--- src/rtl/alu_core.sv ---
// RV32I execute-stage ALU: combinational result on alu_data plus a registered
// copy on alu_data_r for the downstream pipeline register.
module alu_core (
  input  logic        clk,
  input  logic        rst,
  input  logic [31:0] operand_a,
  input  logic [31:0] operand_b,
  input  logic [3:0]  alu_op,
  output logic [31:0] alu_data,
  output logic [31:0] alu_data_r
);

  typedef enum logic [3:0] {
    OP_ADD  = 4'h0,
    OP_SUB  = 4'h1,
    OP_SLT  = 4'h2,
    OP_SLTU = 4'h3,
    OP_XOR  = 4'h4,
    OP_OR   = 4'h5,
    OP_AND  = 4'h6,
    OP_SLL  = 4'h7,
    OP_SRL  = 4'h8,
    OP_SRA  = 4'h9
  } alu_op_e;

  logic [4:0]  shamt;
  logic [31:0] alu_data_d;
  logic [31:0] alu_data_q;

  // Only the low five bits of operand_b form the shift distance.
  assign shamt = operand_b[4:0];

  always_comb begin
    alu_data_d = 32'h0;
    case (alu_op)
      OP_ADD:  alu_data_d = operand_a + operand_b;
      OP_SUB:  alu_data_d = operand_a - operand_b;
      OP_SLT:  alu_data_d = {31'h0, $signed(operand_a) < $signed(operand_b)};
      OP_SLTU: alu_data_d = {31'h0, operand_a < operand_b};
      OP_XOR:  alu_data_d = operand_a ^ operand_b;
      OP_OR:   alu_data_d = operand_a | operand_b;
      OP_AND:  alu_data_d = operand_a & operand_b;
      OP_SLL:  alu_data_d = operand_a << shamt;
      OP_SRL:  alu_data_d = operand_a >> shamt;
      OP_SRA:  alu_data_d = $unsigned($signed(operand_a) >>> shamt);
      default: alu_data_d = 32'h0;
    endcase
  end

  always_ff @(posedge clk or posedge rst) begin
    if (rst) begin
      alu_data_q <= 32'h0;
    end else begin
      alu_data_q <= alu_data_d;
    end
  end

  assign alu_data   = alu_data_d;
  assign alu_data_r = alu_data_q;

endmodule

--- config.mk ---
export PLATFORM = sky130hd
export DESIGN_NAME = alu_core
export DESIGN_NICKNAME = d
export VERILOG_FILES = /design/src/rtl/alu_core.sv
export SDC_FILE = /design/constraint.sdc
export NUM_CORES = 1
export LEC_CHECK = 0
export CAP_MARGIN = 0
export CORE_MARGIN = 8
export CORE_UTILIZATION = 30
export CTS_CLUSTER_DIAMETER = 30
export DETAILED_ROUTE_END_ITERATION = 16
export PLACE_DENSITY_LB_ADDON = 0.12
export SKIP_CTS_REPAIR_TIMING = 1
export SLEW_MARGIN = 20
export SYNTH_ARGS = -nofsm -noshare
export SYNTH_HDL_FRONTEND = slang
export SYNTH_SLANG_ARGS = --single-unit
--- constraint.sdc ---
create_clock -name clk -period 5.7 [get_ports clk]
set_input_delay 0.855 -clock clk [delete_from_list [all_inputs] [get_ports clk]]
set_output_delay 0.855 -clock clk [all_outputs]
set_load 0.1 [all_outputs]
==> results.tsv <==
metric	value	unit
first_pass_iters	5	
cellLeakagePower	4.94	nW
core	0.0303	mm^2
post-route-min-period	5600	ps
worstPathCellList	clkdlybuf4s50_1 -> inv_1 -> ha_1 -> nor2_1 -> nor4_1 -> o31ai_1 -> buf_4 -> nand2_1 -> a21boi_1 -> buf_4 -> o31ai_1 -> a21oi_1 -> a311o_1 -> or3_1 -> buf_12	
die_w	190	um
nets	1524	
wl_per_cell	24.1	um
finalWirelength	42200	um
grt_use_total	22.6	%
grt_max_degree	60	
synth_seq_cells	32	
die-area	0.0362	mm^2
gp_congestion	1.02	
hold_viol	0	
syn-num-nets	1387	
critical_path_class	in -> out	
synth_area	0.00911	mm^2
synth_edf_count	0	
ys_seq_area_share	8.79	%
timing.final.ws_setup	102	ps
vias_per_cell	6.03	
clockBufferDepth	2	
die_h	190	um
rsz0062_at_grt	true	
dp_hpwl	33700	um
dr_total_vias	10600	
use_met2	34.8	%
setup_violations	0	
cts.clk_slew.worst_paths	80	ps
worstPathRequired	4850	ps
fillers	3162	
grt_util_met1	31.5	%
antenna_cells	0	
synthArstFlopShare	100	%
run_status	completed	
avgSynthCellArea	7.48	um^2
clock-sinks	32	
synthDistinctLibCells	79	
clock.fmax	0.179	GHz
arrival	4740	ps
ant_nets	0	
htree_levels	2	
cts_root_buffer	clkbuf_16	
maxCapViolCount	0	
drive_gt1_share	16.7	%
synth_warnings	0	
grt_use_met3	3.88	%
start_kind	input port	
power_density	187	mW/mm^2
cp-end-kind	output port	
total_power	2.19	mW
timing.final.max_slew_violations	0	
relSlewSlack	32.6	%
grt_pass1_wl	63500	um
crit_path_top_delay_cell	clkdlybuf4s50_1	
grt-ovfl-total	0	
cts_tree	built	
grt-busiest-layer	met2	
io_buffer_count	133	
hold_path.class	in -> async	
largest_register_ffs	32	
drtIter0Drc	1226	
synth_ff_type	dfrtp_1	
rows	64	
period_share	98.2	%
ios	134	
grt_pass1_vias	10100	
peakVddDrop	117	uV
start_util	30.1	%
antenna_found_initial	0	
syn_inst	1218	
drc	0	
syn_to_final_growth	28.8	%
post-place-ws	125	ps
cp_slowest_stage_delay	680	ps
tightestPinTransition	1010	ps
worstPathMaxFanout	11	
cts_buffers	5	
-- cell usage in the layout (no fill, tap or decap), types with 35 or more instances in the layout --
cell type,instances
a21oi_1,110
buf_4,92
clkdlybuf4s50_1,97
ha_1,97
inv_1,94
mux2i_1,35
mux4_2,59
nand2_1,73
nor2_1,161
o21ai_0,110
-- cells in the mapped netlist (all sizes together), types with 3 or more instances --
cell type | number | share of area, %
o31ai | 15 | 1.3
mux4 | 59 | 15
a221oi | 25 | 2.5
o211ai | 15 | 1.2
o22ai | 8 | 0.55
clkbuf | 64 | 2.6
xnor2 | 22 | 2.1
o21a | 7 | 0.59
o221ai | 8 | 0.77
inv | 98 | 4.0
or2 | 4 | 0.27
o211a | 3 | 0.33
nand2 | 73 | 3.0
xor2 | 5 | 0.48
a221o | 12 | 1.3
or3 | 20 | 1.4
nand4 | 4 | 0.27
a2111oi | 5 | 0.82
nor3 | 22 | 1.2
a211oi | 24 | 2.0
o21ai | 124 | 6.8
mux2i | 35 | 3.8
mux2 | 3 | 0.37
dfrtp | 32 | 8.8
a31oi | 6 | 0.41
o22a | 3 | 0.30
nand3 | 18 | 0.99
a21oi | 112 | 6.2
ha | 97 | 13
a21o | 9 | 0.74
and3 | 5 | 0.34
nor2 | 161 | 6.6
buf | 30 | 1.8
a211o | 7 | 0.67
nor2b | 8 | 0.58
nor4 | 8 | 0.55
o21bai | 16 | 1.3
o311ai | 5 | 0.48
nand2b | 6 | 0.41
a22oi | 4 | 0.33
-- worst max-delay path: cells and delay by family --
kind	cells	cell delay [ps]
fa+ha+maj	1	310
simple gates	4	890
buf+inv	5	1320
compound gates	5	1350
-- worst paths after layout --
kind / start / endpoint / slack [ps] / cells after the start
setup / recovery: operand_a[5] / alu_data[30] / 100 / 15
hold / removal: rst / alu_data_r[21]$_DFF_PP0_ / 1020 / 2
max in group asynchronous: rst / alu_data_r[25]$_DFF_PP0_ / 4140 / 2
min in group clk: alu_op[0] / alu_data_r[9]$_DFF_PP0_ / 1350 / 3
-- layer usage --
metal	routed length (um)	up-vias	part of all wire (%)
li1	-	4782	-
met1	18300	5058	43
met2	18600	642	44
met3	3980	90	9.4
met4	1420	0	3.4
met5	0	-	0
-- area by class of cell --
type / count / area [um^2] / area share, %
sequential: 32 / 801 / 6.82
clock buffer: 5 / 125 / 1.07
multi-input combinational: 992 / 7580 / 64.6
tap: 396 / 495 / 4.22
inverter: 100 / 375 / 3.20
timing repair buffer: 224 / 2320 / 19.7
clock inverter: 3 / 42.5 / 0.363
-- cell families (layout without fill, tap and decap cells) --
| group | after synthesis | in the layout | share of synthesized area (%) |
|---|---|---|---|
| AOI/OAI and AO/OA | 429 | 429 | 30.8 |
| xor gates and xnor gates | 27 | 27 | 2.60 |
| adders and majority gates | 99 | 99 | 13.8 |
| buffers and inverters | 194 | 332 | 8.53 |
| DFF | 32 | 32 | 8.79 |
| muxes | 97 | 97 | 18.8 |
| and+or+nand+nor | 340 | 340 | 16.7 |
-- through the flow --
step	utilization [%]	hold WS, ps	setup TNS (ps)	cell area [um^2]	instances
floorplan	-	971	0	9120	1218
detailed placement	38.1	1420	0	11500	1744
finish	38.8	1020	0	11700	1752
global route	38.8	1130	-58.6	11700	1752
global placement	38.1	1420	0	11500	1744
CTS	38.6	1090	0	11700	1752
-- power breakdown --
group | switching [mW] | internal, mW | leakage [nW] | total [mW]
clock | 0.138 | 0.206 | 0.0798 | 0.345
sequential | 0.00625 | 0.254 | 0.416 | 0.260
combinational | 1.05 | 0.539 | 4.45 | 1.59
Power figures use the tool's default switching activity.
==> patch, RTL diff (config.mk and constraints unchanged) <==
Register the output `alu_data`, without a reset; this adds one clock of latency there. The other outputs are not delayed to match. Comments in the files are not updated.
--- a/src/rtl/alu_core.sv
+++ b/src/rtl/alu_core.sv
@@ -56,5 +56,7 @@
   end
 
-  assign alu_data   = alu_data_d;
+  always_ff @(posedge clk) begin
+    alu_data <= alu_data_d;
+  end
   assign alu_data_r = alu_data_q;
 
Function: changed (a bounded check fails within 4 cycles, from zero or initial values and one cycle with rst high).
==> patch against the original RTL <==
Total power increased by 18%; worst setup slack improved by 1000 ps; synthesized cell count increased by 2.6%; design area increased by 0.73%; largest cell class unchanged; synthesized area increased by 7.0%; wire length increased by 3.5%; sequential cell count increased by 32.
==> patch: results (changes against the original RTL) <==
total CTS buffers - 9 (+4)
DR iter-0 viols - 1311 (+6.9%)
GP Congestion - 0.958 (-5.9%)
routed length per instance - 24.5 microns (+1.7%)
share of layout cells above drive strength 1 - 10.2% (-6.5 points)
pre-CTS setup slack - 871 ps (+747 ps)
Netlist cell types - 80 (+1.3%)
WL met1 - 19300 microns (+5.7%)
met2 Track Usage GR - 32.8% (-1.9 points)
DRT Pass-1 Iters - 6 (+1)
ys async rst share - 50.0% (-50 points)
H-tree depth - 3 (+1)
vias - 10500 (-1.2%)
met3 usage in global routing - 3.91% (+0.030 points)
VDD IR max - 0.000162 V (+38%)
nets@finish - 1503 (-1.4%)
total track usage - 21.8% (-0.72 points)
CP peak stage delay - 710 ps (+30 ps)
leading post-synthesis cells by cell area - mux4_2 14%, ha_1 12%, dfrtp_1 8.2%
post-DP HPWL - 35200 microns (+4.3%)
fin cells - 1782 (+1.7%)
Post-Syn Nets - 1419 (+2.3%)
Lkg Pwr - 4.85 nW (-1.8%)
met3 wire length - 4000 microns (+0.30%)
outcome - finished, final reports clean
metal2 WL - 18900 microns (+1.9%)
first-pass GRT wire length - 64800 microns (+2.0%)
Synth Flop Type - dfxtp_1
GRT met1 Usage - 30.8% (-0.65 points)
max_slew headroom - 33.2% (+0.57 points)
CP arrival - 4760 ps (+20 ps)
## patch: cell types whose count changed after synthesis
cell     unedited run  this run
dfxtp_1             0        32
## patch: worst paths after layout
path | from | cells after the start | endpoint | slack, ps
max in group asynchronous | rst | 3 | alu_data_r[12] | 4460
min in group clk | operand_b[0] | 5 | alu_data[0] | 1260
min | rst | 3 | alu_data_r[21] | 940
max | operand_a[6] | 13 | alu_data_r[30] | 1120
## patch: cell families after synthesis
group	count (synthesis)	synth area share, %
fa+ha+maj	99	12.9
simple gates	340	15.6
flops	64	14.8
mux	97	17.6
buf+inv	194	7.97
xor+xnor	27	2.43
compound gates	429	28.8
## patch: final cells by class
class	instances	area, sq um
clock inverter	2	60.1
antenna	1	2.50
fill	3360	20500
tap	442	553
multi-input combinational	992	7540
inverter	100	375
sequential	64	1440
clock buffer	14	274
timing repair buffer	167	1580
## patch: power by group
group	internal [mW]	leakage, nW	switching [mW]
clock	0.418	0.163	0.171
combinational	0.440	4.01	1.04
sequential	0.508	0.682	0.0146
total	1.37	4.85	1.22
